$ cat config.mk
export PLATFORM = sky130hd
export DESIGN_NAME = formatter
export DESIGN_NICKNAME = d
export VERILOG_FILES = /design/src/rtl/mcdf_pkg.sv /design/src/rtl/fmt_buf.sv /design/src/rtl/formatter.sv
export SDC_FILE = /design/constraint.sdc
export NUM_CORES = 1
export LEC_CHECK = 0
export CAP_MARGIN = 40
export CORE_MARGIN = 2
export CORE_UTILIZATION = 25
export DETAILED_ROUTE_END_ITERATION = 10
export SYNTH_ARGS = -nofsm -noshare
export SYNTH_HDL_FRONTEND = slang
export SYNTH_HIERARCHICAL = 1
export SYNTH_SLANG_ARGS = --single-unit
$ cat constraint.sdc
create_clock -name clk_i -period 4.1 [get_ports clk_i]
set_clock_uncertainty 0.1 [all_clocks]
set_input_delay 0.82 -clock clk_i [delete_from_list [all_inputs] [get_ports clk_i]]
set_output_delay 0.82 -clock clk_i [all_outputs]
set_load 0.01 [all_outputs]
$ cat src/rtl/mcdf_pkg.sv
// Shared types for the formatter: FSM state, packet header, length codes and decode.
package mcdf_pkg;

    localparam int DATA_W    = 32;
    localparam int BUF_DEPTH = 32;
    localparam int ADDR_W    = 5;

    localparam logic [5:0] LEN4  = 6'd4;
    localparam logic [5:0] LEN8  = 6'd8;
    localparam logic [5:0] LEN16 = 6'd16;
    localparam logic [5:0] LEN32 = 6'd32;

    typedef enum logic [2:0] {
        IDLE,
        ID_REQ,
        COLLECT,
        SEND_REQ,
        SEND
    } fmt_state_t;

    typedef struct packed {
        logic [1:0] chid;
        logic [5:0] length;
    } fmt_hdr_t;

    // Codes 4..7 are reserved and saturate to the largest packet.
    function automatic logic [5:0] pkglen_decode(input logic [2:0] sel);
        case (sel)
            3'd0:    return LEN4;
            3'd1:    return LEN8;
            3'd2:    return LEN16;
            default: return LEN32;
        endcase
    endfunction

endpackage

$ cat src/rtl/fmt_buf.sv
// Purpose: 32x32 packet word store, one synchronous write port, one read port.
// Latency: read data appears the cycle after rd_en; write visible the cycle after wr_en.
// Backpressure: none; the formatter FSM owns all sequencing.
module fmt_buf
    import mcdf_pkg::*;
(
    input  logic              clk_i,
    input  logic              rstn_i,
    input  logic              wr_en,
    input  logic [ADDR_W-1:0] wr_addr,
    input  logic [DATA_W-1:0] wr_dat,
    input  logic              rd_en,
    input  logic [ADDR_W-1:0] rd_addr,
    output logic [DATA_W-1:0] rd_dat
);

    logic [DATA_W-1:0] mem [BUF_DEPTH];

    always_ff @(posedge clk_i) begin
        if (wr_en) begin
            mem[wr_addr] <= wr_dat;
        end
    end

    always_ff @(posedge clk_i) begin
        if (!rstn_i) begin
            rd_dat <= '0;
        end else if (rd_en) begin
            rd_dat <= mem[rd_addr];
        end
    end

endmodule

$ cat src/rtl/formatter.sv
// Purpose: collect one packet from the arbiter, then send it downstream framed with start/end; FMT_PARITY_EN adds fmt_parity_o.
// Latency: first word one cycle after grant, then one word per cycle; 2-cycle gap between packets.
// Backpressure: arbiter words acked combinationally only while collecting; downstream holds off via fmt_grant_i.
module formatter
    import mcdf_pkg::*;
(
    input  logic              clk_i,
    input  logic              rstn_i,
    input  logic              a2f_val_i,
    input  logic [1:0]        a2f_id_i,
    input  logic [DATA_W-1:0] a2f_data_i,
    input  logic [2:0]        a2f_pkglen_sel_i,
    output logic              f2a_id_req_o,
    output logic              f2a_ack_o,
    output logic              fmt_req_o,
    input  logic              fmt_grant_i,
    output logic [1:0]        fmt_chid_o,
    output logic [5:0]        fmt_length_o,
    output logic [DATA_W-1:0] fmt_data_o,
    output logic              fmt_start_o,
`ifdef FMT_PARITY_EN
    output logic              fmt_parity_o,
`endif
    output logic              fmt_end_o
);

    fmt_state_t        state, state_nxt;
    fmt_hdr_t          hdr_q;
    logic [ADDR_W-1:0] wr_cnt;
    logic [ADDR_W-1:0] send_idx;
    logic              wr_en, rd_en;
    logic [ADDR_W-1:0] wr_addr, rd_addr;
    logic [DATA_W-1:0] rd_dat;
    logic              last_wr, last_send, in_send;

    assign last_wr   = ({1'b0, wr_cnt} == (hdr_q.length - 6'd1));
    assign last_send = ({1'b0, send_idx} == (hdr_q.length - 6'd1));
    assign in_send   = (state == SEND);

    always_comb begin
        state_nxt    = state;
        f2a_id_req_o = 1'b0;
        f2a_ack_o    = 1'b0;
        fmt_req_o    = 1'b0;
        wr_en        = 1'b0;
        wr_addr      = wr_cnt;
        rd_en        = 1'b0;
        rd_addr      = send_idx + 5'd1;
        case (state)
            IDLE: state_nxt = ID_REQ;
            ID_REQ: begin
                f2a_id_req_o = 1'b1;
                if (a2f_val_i) begin
                    f2a_ack_o = 1'b1;
                    wr_en     = 1'b1;
                    wr_addr   = '0;
                    state_nxt = COLLECT;
                end
            end
            COLLECT: begin
                f2a_ack_o = a2f_val_i;
                if (a2f_val_i) begin
                    wr_en = 1'b1;
                    if (last_wr) begin
                        state_nxt = SEND_REQ;
                    end
                end
            end
            SEND_REQ: begin
                fmt_req_o = 1'b1;
                // Prefetch word 0 so it is on the bus the cycle after grant.
                if (fmt_grant_i) begin
                    rd_en     = 1'b1;
                    rd_addr   = '0;
                    state_nxt = SEND;
                end
            end
            SEND: begin
                rd_en = 1'b1;
                if (last_send) begin
                    state_nxt = IDLE;
                end
            end
            default: state_nxt = IDLE;
        endcase
    end

    always_ff @(posedge clk_i) begin
        if (!rstn_i) begin
            state    <= IDLE;
            hdr_q    <= '0;
            wr_cnt   <= '0;
            send_idx <= '0;
        end else begin
            state <= state_nxt;
            case (state)
                ID_REQ: begin
                    if (a2f_val_i) begin
                        hdr_q.chid   <= a2f_id_i;
                        hdr_q.length <= pkglen_decode(a2f_pkglen_sel_i);
                        wr_cnt       <= 5'd1;
                    end
                end
                COLLECT: begin
                    if (a2f_val_i) begin
                        wr_cnt <= last_wr ? '0 : wr_cnt + 5'd1;
                    end
                end
                SEND_REQ: send_idx <= '0;
                SEND:     send_idx <= send_idx + 5'd1;
                default: ;
            endcase
        end
    end

    fmt_buf u_buf (
        .clk_i   (clk_i),
        .rstn_i  (rstn_i),
        .wr_en   (wr_en),
        .wr_addr (wr_addr),
        .wr_dat  (a2f_data_i),
        .rd_en   (rd_en),
        .rd_addr (rd_addr),
        .rd_dat  (rd_dat)
    );

    assign fmt_chid_o   = hdr_q.chid;
    assign fmt_length_o = hdr_q.length;
    assign fmt_data_o   = in_send ? rd_dat : '0;
    assign fmt_start_o  = in_send && (send_idx == '0);
    assign fmt_end_o    = in_send && last_send;

`ifdef FMT_PARITY_EN
    assign fmt_parity_o = ^fmt_data_o;
`endif

endmodule

==> results by group <==
Synth
  • Yosys top cell by area: edfxtp_1
  • Synth Instances: 2,429
  • Sequential area share after synthesis: 75.3%
  • Area share of the largest cell type after synthesis: 72.8%
  • EDFF count, synth: 1,024
  • Top cells by count, synth: edfxtp_1, mux2i_1, a22oi_1
  • Main synth FF type: edfxtp_1
  • Average cell area after synthesis: 17.4 sq um
  • Synth cell types: 48
  • Most numerous cell in the Yosys netlist: edfxtp_1
  • Syn. warnings: 6
  • Synth Register Bits: 1,075
  • Synth top area cells: edfxtp_1, mux2i_1, a22oi_1
  • Post-synth ARST share: 0%
  • Synthesized area: 42,200 sq um

Clocking
  • Later-pin clock latency in the skew report: 710 ps
  • CTS Buffer Depth: 3
  • Clk root buf: clkbuf_16
  • CTS Sinks: 1,075
  • CTS Buf Count: 108
  • CTS tree: built
  • CTS clock-pin slew for the worst setup and hold paths: 50 ps
  • # Post-CTS Setup Buffers: 0
  • Htree depth: 3

STA
  • Fin. Hold Viols: 0
  • Slew @ Worst Pin: 883 ps
  • Period utilization: 93.7%
  • Setup Viol. Count Final: 0
  • Tmin final: 3840 ps
  • Slew Limit Headroom: 41.0%
  • FMAX: 260 MHz
  • RSZ-0062 raised after global routing: false
  • Total negative slack: 0 ps
  • Max-slew violations: 0

Hold path
  • Hold depth: 2
  • Hold wc startpoint: fmt_chid_o[0]
  • Hold endpoint: fmt_chid_o[0]
  • Worst hold path type: flop to flop

Pwr
  • Leak: 19.1 nW
  • Peak supply drop: 0.330 mV
  • Cell area power density: 446 nW/um^2

Cells and area
  • Share of layout cells above drive strength 1: 13.3%
  • Synth-to-Final Area Change: 20.6%
  • Final Util: 30.4%
  • Final Net Count: 2,667

Floorplanning
  • Num rows: 150
  • Die width: 415 microns
  • Die Area: 172,000 sq um
  • Num ports: 86
  • Area of the core: 167,000 sq um
  • Initial Util: 25.2%
  • Die height: 415 microns

Status
  • Outcome: complete, no violations

Global route
  • Met3 usage: 2.46%
  • Grt ovf: 0
  • First-pass GRT wire length: 163,000 microns
  • Vias in the first global route: 22.7k
  • Largest net degree at the start of global routing: 69
  • Met1 Usage GRT: 17.3%
  • Met2 Usage GRT: 20.8%
  • GRT Util Overall: 12.8%
  • Busiest grt layer: met2
  • Initial antenna violation count: 9

Critical path
  • CP Launch Type: flop
  • CP max FO: 7
  • Reg2reg end: u_buf/rd_dat[19]
  • CP endpoint kind: output pin
  • Crit path DAT: 2920 ps
  • Worst reg2reg path depth: 9
  • R2r startpoint: state[0]
  • Reg-to-reg slack, setup: 750 ps
  • Critical path class: flop to output pin
  • Req. time, crit path: 3180 ps

Place
  • DPL Wire Length: 64,600 microns
  • PortBufs: 83
  • Placer Congestion: 0.764

Detailed routing
  • TritonRoute pass-1 iters: 6
  • Post-Route WL: 114,000 microns
  • DRT antenna net count: 0
  • DR WL/cell: 23.1 microns
  • Starting DRT DRC Count: 2,366
  • Vias/cell: 4.66
  • Routed via count: 22.9k
  • DRC violations left: 0

Job
  • Max Cap Viol: 0
routing by layer:
metal  routed length [microns]  part of all wire [%]
met4                      3410                   3.0
met2                     53600                    47
met1                     49400                    43
met5                        67                 0.059
met3                      7340                   6.5
cells by family after synthesis:
| logic type | share of synthesized area [%] |
|---|---|
| AO/OA/AOI/OAI | 7.33 |
| other | 0.00888 |
| AND/OR/NAND/NOR | 2.59 |
| flip-flops | 75.3 |
| adder cells (fa/ha/maj) | 0.119 |
| XOR/XNOR | 0.270 |
| multiplexers | 12.1 |
| buffers and inverters | 2.27 |
through the flow:
stage / cells / setup slack (ps) / hold WS (ps) / power, mW / area, sq um
after floorplan: 2430 / 269 / 367 / 12.7 / 42200
after global placement: 4683 / 321 / 351 / 13.0 / 46800
after detailed placement: 4715 / 317 / 359 / 13.1 / 47300
after CTS: 4919 / 116 / 366 / 22.8 / 50900
after global routing: 4921 / 122 / 409 / 23.3 / 50900
final: 4922 / 257 / 360 / 22.7 / 50900
state kept, by name, summed over array words and instances (netlist names):
name	cells
u_buf/mem	1024
u_buf/rd_dat	32
send_idx	5
wr_cnt	5
fmt_length_o	4
state	3
fmt_chid_o	2
final cells by class:
class	count	area, sq um
timing repair buffer	234	2980
fill	16300	117000
clock buffer	147	2980
multi-input combinational	1198	9780
inverter	5	18.8
clock inverter	57	608
antenna	2	5.00
sequential	1075	31800
tap	2204	2760
how the worst max path moves through the flow:
| stage | startpoint | end | slack [ps] | cells after the start |
|---|---|---|---|---|
| 2_1_floorplan | a2f_val_i | u_buf/mem[28][0] | 270 | 5 |
| 3_3_place_gp | fmt_grant_i | u_buf/rd_dat[19] | 320 | 9 |
| 3_5_place_dp | fmt_grant_i | u_buf/rd_dat[19] | 320 | 9 |
| 4_1_cts | fmt_length_o[2] | fmt_end_o | 120 | 7 |
| 5_1_grt | fmt_length_o[2] | fmt_end_o | 120 | 7 |
| 6_report | fmt_length_o[2] | fmt_end_o | 260 | 7 |
worst max-delay path, cell delays in order (launching register included):
cell	delay (ps)
dfxtp_2	430
inv_1	70
ha_1	230
xor2_1	160
or4_1	510
a21oi_1	190
and2_1	160
clkdlybuf4s50_1	530
placed cells by master (no fill, tap or decap), drive strengths merged, types with 2 or more instances in the layout:
master         count
a211oi             3
a21boi             8
a21oi            166
a22oi            257
and2              45
and3               2
buf              151
bufinv             9
clkbuf           148
clkdlybuf4s50     82
clkinv            44
clkinvlp           3
conb               2
dfxtp             51
diode              2
edfxtp          1024
ha                 4
inv                6
mux2i            512
nand2             17
nand2b             5
nand3             12
nand3b             8
nor2              45
nor2b              7
nor3b              2
o21ai             37
or3                3
or3b               4
or4               34
xor2              12
where the power goes:
| group | switching, mW | internal, mW |
|---|---|---|
| Combinational | 0.460 | 0.295 |
| Clock | 4.17 | 5.68 |
| Sequential | 0.0329 | 12.1 |
what timing repair did:
action	in CTS	in global routing
hold buffers	0	0
endpoints found under the setup margin	0	1
gates resized for setup	0	1
Note: power is estimated with default switching activity, not from simulation.
